File: src/rtl/encoder_8_3_queued_pkg.sv
// Shared constants and types for the queued 8-to-3 encoder.
// Also holds the fixed-priority helper that the arbiter uses when round-robin is off.
package enc_pkg;
    localparam int N_IN   = 8;
    localparam int CODE_W = $clog2(N_IN);

    typedef logic [N_IN-1:0]   req_vec_t;
    typedef logic [CODE_W-1:0] code_t;

    // The valid flag is the only state: IDLE = nothing presented, HOLD = code_o valid.
    typedef enum logic {
        ST_IDLE = 1'b0,
        ST_HOLD = 1'b1
    } enc_state_t;

    // Returns the index of the highest set bit. An all-zero input returns 0.
    function automatic code_t highest_set(input req_vec_t v);
        code_t c;
        c = '0;
        for (int i = 0; i < N_IN; i++) begin
            if (v[i]) c = code_t'(i);
        end
        return c;
    endfunction
endpackage

File: src/rtl/encoder_8_3_queued_rr_pick.sv
// Round-robin picker: selects the first pending bit at or above ptr, wrapping past N_IN-1.
// It stacks the full vector above the masked copy, so one lowest-bit scan covers the wrap.
import enc_pkg::*;

module rr_pick (
    input  logic [N_IN-1:0]   pending,
    input  logic [CODE_W-1:0] ptr,
    output logic [CODE_W-1:0] sel,
    output logic              any
);
    logic [N_IN-1:0]   upper_mask;
    logic [2*N_IN-1:0] dbl;

    always_comb begin
        upper_mask = ~((req_vec_t'(1) << ptr) - req_vec_t'(1));
        dbl        = {pending, pending & upper_mask};
        sel        = '0;
        // Scan downward, so the lowest set bit is the one that lands in sel.
        for (int i = 2*N_IN-1; i >= 0; i--) begin
            if (dbl[i]) sel = code_t'(i);
        end
        any = |pending;
    end
endmodule

File: src/rtl/encoder_8_3_queued.sv
// Queued 8-to-3 encoder: it collects request events in a pending register.
// It sends out one binary code for each grant over a valid/ready handshake.
import enc_pkg::*;

module encoder_8_3_queued #(
    parameter bit RR_EN = 1'b1
) (
    input  logic              clk,
    input  logic              rst_n,
    input  logic              E,
    input  logic [N_IN-1:0]   req_i,
    input  logic              ready_i,
    output logic              valid_o,
    output logic [CODE_W-1:0] code_o,
    output logic [N_IN-1:0]   pend_o,
    output logic              ovf_o,
    input  logic              ovf_clr_i
);
    // Handshake: a code transfers on any rising edge where valid_o && ready_i.
    // While valid_o=1 and ready_i=0, code_o and valid_o hold stable.
    // valid_o never drops without a transfer, except on reset.
    enc_state_t state_q, state_d;
    req_vec_t   pending_q, pending_d, req_in, grant_mask;
    code_t      code_q, ptr_q, rr_sel, fp_sel, sel;
    logic       any, load, ovf_q, ovf_set;

    rr_pick u_rr_pick (
        .pending (pending_q),
        .ptr     (ptr_q),
        .sel     (rr_sel),
        .any     (any)
    );

    always_comb begin
        fp_sel     = highest_set(pending_q);
        sel        = RR_EN ? rr_sel : fp_sel;
        load       = ((state_q == ST_IDLE) || ready_i) && any;
        grant_mask = load ? (req_vec_t'(1) << sel) : '0;
        req_in     = E ? req_i : '0;
        // A new request on the bit being granted wins and stays pending.
        pending_d  = (pending_q & ~grant_mask) | req_in;
        ovf_set    = |(req_in & pending_q & ~grant_mask);
        state_d    = state_q;
        if ((state_q == ST_IDLE) || ready_i) begin
            state_d = load ? ST_HOLD : ST_IDLE;
        end
    end

    always_ff @(posedge clk) begin
        if (!rst_n) begin
            state_q   <= ST_IDLE;
            pending_q <= '0;
            code_q    <= '0;
            ptr_q     <= '0;
            ovf_q     <= 1'b0;
        end else begin
            state_q   <= state_d;
            pending_q <= pending_d;
            if (load) begin
                code_q <= sel;
                if (RR_EN) ptr_q <= sel + 1'b1;
            end
            if (ovf_set) begin
                ovf_q <= 1'b1;
            end else if (ovf_clr_i) begin
                ovf_q <= 1'b0;
            end
        end
    end

    assign valid_o = (state_q == ST_HOLD);
    assign code_o  = code_q;
    assign pend_o  = pending_q;
    assign ovf_o   = ovf_q;
endmodule

File: config.mk
export PLATFORM = sky130hd
export DESIGN_NAME = encoder_8_3_queued
export DESIGN_NICKNAME = d
export VERILOG_FILES = /design/src/rtl/encoder_8_3_queued_pkg.sv /design/src/rtl/encoder_8_3_queued_rr_pick.sv /design/src/rtl/encoder_8_3_queued.sv
export SDC_FILE = /design/constraint.sdc
export NUM_CORES = 1
export LEC_CHECK = 0
export BUFFER_PORTS_ARGS = -buffer_cell sky130_fd_sc_hd__buf_2
export CAP_MARGIN = 10
export CORE_MARGIN = 2
export CORE_UTILIZATION = 47
export CTS_CLUSTER_DIAMETER = 40
export CTS_CLUSTER_SIZE = 8
export DETAILED_ROUTE_END_ITERATION = 10
export PLACE_DENSITY_LB_ADDON = 0.15
export SYNTH_ARGS = -nofsm -noshare
export SYNTH_HDL_FRONTEND = slang
export SYNTH_HIERARCHICAL = 1
export SYNTH_SLANG_ARGS = --single-unit
File: constraint.sdc
create_clock -name clk -period 2.45 [get_ports clk]
set_clock_uncertainty 0.1 [all_clocks]
set_input_delay 0.49 -clock clk [delete_from_list [all_inputs] [get_ports clk]]
set_output_delay 0.49 -clock clk [all_outputs]
set_load 0.01 [all_outputs]
== Yosys cells after proc, flatten, opt, wreduce, memory -nomap -nowiden ==
Index checks and enable logic that the tools add are counted.
Cells by class
  reductions and logical operators: 5
  mux-type cells: 21
  bitwise logic cells: 8
  shift-type cells: 2
  $add $sub $neg: 2
Operators by type and width (number)
  2-to-1 mux 3 bit: 16
  AND 8 bit: 4
  2-to-1 mux 8 bit: 2
  inverter 8 bit: 2
  OR reduction 8 bit: 2
  << shifter 1 x 3 -> 8 bit (first input constant): 2
  OR 8 bit: 1
  subtractor 8 x 1 -> 8 bit (second input constant): 1
  adder 3 x 1 -> 3 bit (second input constant): 1
  2-to-1 mux 1 bit: 3
  nonzero test 2 bit: 1
  logical AND 1 bit: 1
  logical OR 1 bit: 1
  inverter 1 bit: 1
Storage, ports and cells
  logic and storage cells: 43
  register bits: 16
  input bits: 13
  output and inout port bits: 13

== Logic depth before layout (Yosys ltp) ==
Gate-level depths: netlist of the first run.
  depth in word-level cells: 22
  mapped depth: 11
  mapped depth without buffers: 10

== By module ==
Netlist of the first run, hierarchy kept.
By module, submodules not included
  encoder_8_3_queued: sequential area each 320.3 um^2, times used 1, area each 809.5 um^2, cells each 88
  rr_pick: sequential area each 0.0 um^2, times used 1, area each 276.5 um^2, cells each 46

== Least setup slack after synthesis of the first run ==
OpenSTA, ideal clock, no wires.
  path type: register -> register
  start point: register pending_q[6] (netlist: pend_o[6])
  end point: register ovf_q (netlist: ovf_o)
  arrival: 2309 ps
  data required time: 2225 ps
  library setup time: 125 ps
  stages on the path, launching flop included: 10
  slack: -84 ps
  path through: dfxtp_1 -> or4_4 -> a221oi_2 -> o21ai_1 -> o211a_1 -> and2b_1 -> nand3_1 -> a32oi_1 -> a31oi_1 -> o41a_1
On the way
  cells in the longest elaborated chain, start to end: 21
  elaborated cells on any way between the ends: 26
  those cells by class: shift: 1; mux: 17; bitwise: 4; reduce/logical: 4
Ends and longest elaborated chain
  start: declaration: RTL line encoder_8_3_queued.sv:23  | req_vec_t pending_q, pending_d, req_in, grant_mask;
  start signal: assignment: RTL line encoder_8_3_queued.sv:58  | pending_q <= pending_d;
  2-to-1 mux 3 bit (8 in a row): RTL line encoder_8_3_queued_rr_pick.sv:20  | if (dbl[i]) sel = code_t'(i);
  2-to-1 mux 3 bit * (7 in a row): RTL line encoder_8_3_queued_rr_pick.sv:20
  via rr_sel[2]: RTL line encoder_8_3_queued.sv:24  | code_t code_q, ptr_q, rr_sel, fp_sel, sel;
  << shifter 1 x 3 -> 8 bit *: RTL line encoder_8_3_queued.sv:38  | grant_mask = load ? (req_vec_t'(1) << sel) : '0;
  2-to-1 mux 8 bit *: RTL line encoder_8_3_queued.sv:38
  inverter 8 bit *: RTL line encoder_8_3_queued.sv:42  | ovf_set = |(req_in & pending_q & ~grant_mask);
  AND 8 bit *: RTL line encoder_8_3_queued.sv:42
  OR reduction 8 bit *: RTL line encoder_8_3_queued.sv:42
  2-to-1 mux 1 bit or nonzero test 2 bit (tied branches)
  end signal: assignment: RTL line encoder_8_3_queued.sv:55  | ovf_q <= 1'b0;
  end signal: assignment: RTL line encoder_8_3_queued.sv:64  | ovf_q <= 1'b1;
  end signal: assignment: RTL line encoder_8_3_queued.sv:66  | ovf_q <= 1'b0;
  end: declaration: RTL line encoder_8_3_queued.sv:25  | logic any, load, ovf_q, ovf_set;
Mark *: on every way through the listed nets, which the timed path passes. The rest lies on a longest branch.
A chain may end at the register's enable or synchronous reset.

== Final worst setup path of the first run ==
Same ends and word-level chain as after synthesis.

==> flow_metrics.py, run 1 <==
metrics = {
    "sta": {
        "setup_viol": 1,
        "finalHoldViolCount": 0,
        "worstMarginPinSlew_ns": 0.397,
        "grt_setup_unrepaired": "yes",
        "fin_crit_ns": 2.56,
        "finalCritPeriodShare_pct": 105,
        "maxSlewHeadroom_pct": 73.6,
        "fmax_ghz": 0.390,
        "setup_ws_ns": -0.115,
        "slew_viol_final": 0,
    },
    "finish": {
        "stdcell_area_um2": 1410,
        "nFillCells": 201,
        "nets": 192,
        "drive_above_1_share_pct": 36.0,
        "fin_cells": 200,
        "seq_area_um2": 329,
        "multi_input_area_um2": 733,
        "syn_to_final_growth_pct": 29.4,
        "diodes": 0,
    },
    "synthesis": {
        "synth_edf_count": 0,
        "syn_inst": 134,
        "synth-seq-cells": 16,
        "ys.flop_type": "dfxtp_1",
        "async_flop_share_pct": 0,
        "avgSynthCellArea_um2": 8.10,
        "synth_area_leaders": "dfxtp_1 (29%), ha_1 (6.9%), nor2b_1 (6.9%), a22oi_1 (5.5%), nand2_1 (4.8%)",
        "synth_top_cell_area_share_pct": 29.5,
        "yosys.area.top_type": "dfxtp_1",
        "synthesis.area_um2": 1090,
        "syn_nets": 153,
        "ys_seq_area_share_pct": 29.5,
        "yosysWarnings": 6,
        "synthDistinctLibCells": 39,
    },
    "detailed_routing": {
        "ant_nets": 0,
        "drt-total-wl_um": 2940,
        "drt-initial-drc-count": 42,
        "routed_via_density": 5.77,
        "first_pass_iters": 4,
        "num_vias": 1153,
        "post-route-drc-count": 0,
        "wl_per_cell_um": 14.7,
    },
    "pwr": {
        "power_leakage_nw": 0.644,
        "switching_share_pct": 39.6,
        "intPower_mw": 0.674,
        "p_sw_mw": 0.442,
        "power_mw": 1.12,
        "p_per_area_nw_per_um2": 795,
        "p_clk_share_pct": 16.0,
        "combPwrFrac_pct": 50.7,
        "irDropWorstVdd_mv": 0.586,
        "pwr-share-seq_pct": 33.3,
    },
    "floorplanning": {
        "die_h_um": 52.1,
        "row_count": 17,
        "core_um2": 2190,
        "start_util_pct": 49.6,
        "fp.dieW_um": 52.1,
        "boundaryPins": 26,
        "die_area_um2": 2710,
    },
    "setup_path": {
        "arrival_ns": 2.64,
        "cp-start-kind": "flip-flop",
        "crit_fanout": 3,
        "cp-end-kind": "flip-flop",
        "rr_worst_depth": 9,
        "path_class": "flip-flop to flip-flop",
        "crit_required_ns": 2.53,
    },
    "placed_design": {
        "placed_cells": 192,
        "hpwl_um": 2170,
        "gp_congestion": 0.837,
        "io_buffer_count": 25,
        "place_area_um2": 1290,
        "place_ws_ns": -0.118,
    },
    "clocking": {
        "cts_hold_buf": 0,
        "cts_tree": "done",
        "clockBufferDepth": 2,
        "cts_buffers": 3,
        "clockRootBuffer": "clkbuf_4",
        "worstSkewPairLatency_ns": 0.29,
        "clock_sinks": 16,
        "path_clk_slew_ns": 0.10,
        "cts_max_level": 1,
    },
    "hold_path": {
        "min_path_cells": 2,
        "hold_class": "flip-flop to flip-flop",
    },
    "global_route": {
        "grt_pass1_wl_um": 4790,
        "antenna_found_initial": 0,
        "grt_use_met2_pct": 40.7,
        "grt_max_degree": 17,
        "grtUsageTotal_pct": 23.9,
        "overflow": 0,
        "grt.met3_usage_pct": 3.45,
        "grt_pass1_vias": 1097,
        "top_usage_layer": "met2",
        "grt_use_met1_pct": 30.2,
    },
    "status": {
        "violations": "negative setup slack",
        "status": "finished with violations",
    },
    "job": {
        "maxCapViolCount": 0,
    },
}
cells in the mapped netlist, types with 2 or more instances:
master    instances
and4_1            2
o21ai_0           4
buf_2             2
a21oi_1           5
a21boi_0          5
nand2b_1          4
nor2_1            5
ha_1              6
nand4_1           3
o211a_1           2
inv_1             9
and2_1            4
o31ai_1           2
nand2_1          14
a22oi_1           8
a32oi_1           3
nand3_1           6
clkbuf_1          2
dfxtp_1          16
buf_6             2
nor2b_1          12
worst paths after layout:
path	start	to	slack (ns)
max	pend_o[6]$_SDFF_PN0_	ovf_o$_SDFFE_PN0P_	-0.11
min	code_o[2]$_SDFFE_PN0N_	code_o[2]$_SDFFE_PN0N_	0.37
max reg2reg	pend_o[6]$_SDFF_PN0_	ovf_o$_SDFFE_PN0P_	-0.11
min reg2reg	code_o[2]$_SDFFE_PN0N_	code_o[2]$_SDFFE_PN0N_	0.37
sequential cells by signal, indices dropped and copies added, names as in the netlist:
| name | flops |
|---|---|
| code_o | 3 |
| ovf_o | 1 |
| pend_o | 8 |
| valid_o | 1 |
| ptr_q | 3 |
per-layer routing:
layer	wire length (µm)	up-vias
li1	-	559
met1	1270	541
met2	1460	47
met3	174	6
met4	31	0
met5	0	-
worst max-delay path, stage by stage, from the launching register on:
cell	delay (ns)
dfxtp_4	0.36
or4_4	0.53
a221oi_2	0.23
o21ai_1	0.10
o211a_1	0.15
and2b_2	0.27
nand3_2	0.08
a32oi_1	0.22
a31oi_1	0.11
o41a_1	0.31
power by group through the flow:
stage	registers (mW)	logic (mW)	clock network, mW
3_3_place_gp	0.372	0.461	0
4_1_cts	0.367	0.524	0.185
2_1_floorplan	0.363	0.322	0
6_report	0.371	0.567	0.179
5_1_grt	0.381	0.618	0.197
3_5_place_dp	0.373	0.474	0
logic make-up (layout without fill, tap and decap cells):
| kind of cell | count (synthesis) | in the layout | share of synthesized area, % |
|---|---|---|---|
| simple gates | 59 | 59 | 30.6 |
| fa+ha+maj | 6 | 6 | 6.91 |
| compound gates | 38 | 38 | 26.2 |
| buf+inv | 15 | 53 | 6.80 |
| flops | 16 | 16 | 29.5 |
cell usage in the layout (no fill, tap or decap), drive strengths merged, types with 6 or more instances in the layout:
cell type / count
inv: 9
ha: 6
nand3: 6
nand2: 15
dfxtp: 16
buf: 40
nor2b: 12
a22oi: 8
per-stage QoR:
stage          util, %  TNS [ns]  hold WS (ns)
6_report          64.1    -0.115         0.371
4_1_cts           62.5    -0.116         0.381
3_5_place_dp      59.1    -0.118         0.365
5_1_grt           64.1    -0.217         0.397
3_3_place_gp      59.1  -0.00665         0.350
2_1_floorplan        -         0         0.342
final cells by class:
| type | instances | share of cell area, % |
|---|---|---|
| multi-input cells | 103 | 52.2 |
| flip-flops and latches | 16 | 23.4 |
| repair buffers | 40 | 16.9 |
| clock buffers | 4 | 2.58 |
| well taps | 28 | 2.49 |
| inverters | 9 | 2.40 |
timing repair:
item	4_1_cts	5_1_grt
setup buffers	3	1
pin swaps	6	4
gates resized for setup	4	8
setup endpoints to repair	1	2
No activity file was read; power rests on OpenSTA's default activity.
==> run 2: changes to the inputs <==
--- a/config.mk
+++ b/config.mk
@@ -7,7 +7,7 @@
 export LEC_CHECK = 0
 export BUFFER_PORTS_ARGS = -buffer_cell sky130_fd_sc_hd__buf_2
 export CAP_MARGIN = 10
-export CORE_MARGIN = 2
+export CORE_MARGIN = 10
 export CORE_UTILIZATION = 47
 export CTS_CLUSTER_DIAMETER = 40
 export CTS_CLUSTER_SIZE = 8
==> flow_metrics.py, run 2 (synthesized netlist as in run 1, its figures left out) <==
metrics = {
    "status": {
        "status": "finished with violations",
        "violations": "negative setup slack",
    },
    "clocking": {
        "cts_tree": "done",
        "path_clk_slew_ns": 0.10,
        "cts_max_level": 1,
        "clockRootBuffer": "clkbuf_4",
        "clock_sinks": 16,
        "cts_buffers": 3,
        "clockBufferDepth": 2,
        "worstSkewPairLatency_ns": 0.29,
        "cts_hold_buf": 0,
    },
    "finish": {
        "final_common_cell": "buf_2",
        "nets": 190,
        "fin_cells": 198,
        "diodes": 0,
        "post-route-util_pct": 62.7,
        "largest_reg_flops": 8,
        "nFillCells": 221,
        "final_cell_mix": "buf_2 (25), nand2_1 (14), dfxtp_1 (13), buf_4 (13), nor2b_1 (12)",
        "syn_to_final_growth_pct": 27.8,
        "drive_above_1_share_pct": 34.1,
    },
    "hold_path": {
        "whs_endpoint": "code_o[1]$_SDFFE_PN0N_",
        "hold_start": "code_o[1]$_SDFFE_PN0N_",
        "min_path_cells": 2,
        "hold_class": "flip-flop to flip-flop",
    },
    "sta": {
        "finalHoldViolCount": 0,
        "maxSlewHeadroom_pct": 65.1,
        "slew_viol_final": 0,
        "worstMarginPinSlew_ns": 0.519,
        "setup_viol": 1,
        "setup_tns_ns": -0.109,
        "setup_ws_ns": -0.109,
        "fin_crit_ns": 2.56,
        "fmax_ghz": 0.391,
        "finalCritPeriodShare_pct": 104,
        "grt_setup_unrepaired": "yes",
    },
    "placed_design": {
        "hpwl_um": 2320,
        "io_buffer_count": 25,
        "place_ws_ns": -0.0819,
        "gp_congestion": 0.895,
        "placed_cells": 192,
    },
    "floorplanning": {
        "start_util_pct": 49.1,
        "row_count": 17,
        "die_area_um2": 4630,
        "core_um2": 2210,
        "boundaryPins": 26,
        "die_h_um": 68.1,
        "fp.dieW_um": 68.1,
    },
    "setup_path": {
        "rr_endpoint": "ovf_o$_SDFFE_PN0P_",
        "crit_family": "compound AO/OA/AOI/OAI gates",
        "crit_fanout": 3,
        "cp_num_buf_inv": 0,
        "rr_startpoint": "pend_o[7]$_SDFF_PN0_",
        "arrival_ns": 2.64,
        "crit_chain": "or4_4 -> a221oi_2 -> o21ai_1 -> o211a_1 -> and2b_2 -> nand3_2 -> a32oi_1 -> a31oi_1 -> o41a_1",
        "cp-start-kind": "flip-flop",
        "rrSetupSlack_ns": -0.11,
        "crit_path_max_incr_delay_ns": 0.54,
        "rr_worst_depth": 9,
        "crit_required_ns": 2.53,
        "cp-end-kind": "flip-flop",
        "cpMaxStageDelayCell": "or4_4",
        "path_class": "flip-flop to flip-flop",
    },
    "global_route": {
        "grt_pass1_vias": 1062,
        "antenna_found_initial": 0,
        "grtUsageTotal_pct": 13.4,
        "grt_pass1_wl_um": 4940,
        "overflow": 0,
        "grt_max_degree": 17,
    },
    "detailed_routing": {
        "wl_per_cell_um": 16.2,
        "drt-total-wl_um": 3210,
        "num_vias": 1145,
        "drt-initial-drc-count": 107,
        "routed_via_density": 5.78,
        "first_pass_iters": 5,
        "post-route-drc-count": 0,
        "ant_nets": 0,
    },
    "pwr": {
        "p_per_area_nw_per_um2": 782,
        "irDropWorstVdd_mv": 0.601,
        "power_mw": 1.09,
        "power_leakage_nw": 0.633,
    },
    "job": {
        "maxCapViolCount": 0,
    },
}
run 2: cell count changes in the layout (fill, tap and decap cells not counted):
cell     previous run  this run
buf_4              15        13
dfxtp_1            11        13
dfxtp_2             4         2
a21oi_1             5         4
a21oi_2             0         1
a22oi_1             7         8
a22oi_2             1         0
a32oi_1             3         2
a32oi_2             0         1
nor4_1              0         1
nor4_2              1         0
run 2: final cells by class:
class / instances / area [µm²] / area share (%)
sequential: 16 / 327 / 23.5
timing repair buffer: 38 / 223 / 16.1
tap: 28 / 35.0 / 2.52
multi-input combinational: 103 / 733 / 52.8
inverter: 9 / 33.8 / 2.43
clock buffer: 4 / 36.3 / 2.61
run 2: repair_timing:
item                       4_1_cts  5_1_grt
setup endpoints to repair        1        1
buffers inserted                 2        0
pin swaps                        2        8
resized for setup                2        8
run 2: metrics by stage:
step / area, µm² / hold slack (ns)
5_1_grt: 1390 / 0.386
4_1_cts: 1350 / 0.368
2_1_floorplan: 1090 / 0.342
3_5_place_dp: 1290 / 0.353
6_report: 1390 / 0.363
3_3_place_gp: 1290 / 0.349
run 2: how the worst max path moves through the flow:
stage	from	end	slack (ns)	cells past startpoint
after floorplan	pend_o[6]$_SDFF_PN0_	ovf_o$_SDFFE_PN0P_	0.007	9
after global placement	pend_o[6]$_SDFF_PN0_	ovf_o$_SDFFE_PN0P_	-0.01	9
after detailed placement	pend_o[6]$_SDFF_PN0_	ovf_o$_SDFFE_PN0P_	-0.08	9
after CTS	pend_o[6]$_SDFF_PN0_	ovf_o$_SDFFE_PN0P_	-0.07	9
after global routing	pend_o[7]$_SDFF_PN0_	ovf_o$_SDFFE_PN0P_	-0.25	9
final	pend_o[7]$_SDFF_PN0_	ovf_o$_SDFFE_PN0P_	-0.11	9
run 2: worst register-to-register path, stage by stage, from the launching register on:
cell      delay [ns]
dfxtp_2         0.35
or4_4           0.54
a221oi_2        0.23
o21ai_1         0.09
o211a_1         0.14
and2b_2         0.27
nand3_2         0.09
a32oi_1         0.23
a31oi_1         0.12
o41a_1          0.30
run 2: report_power, final:
part,switching [mW],internal (mW)
Combinational,0.282,0.249
Sequential,0.0664,0.308
Clock,0.0894,0.0904
run 2: metal layers:
metal	wire, µm	global-route usage, %
met3	194	2.94
met5	0	0
met1	1370	15.6
met2	1590	23.3
met4	54	5.53
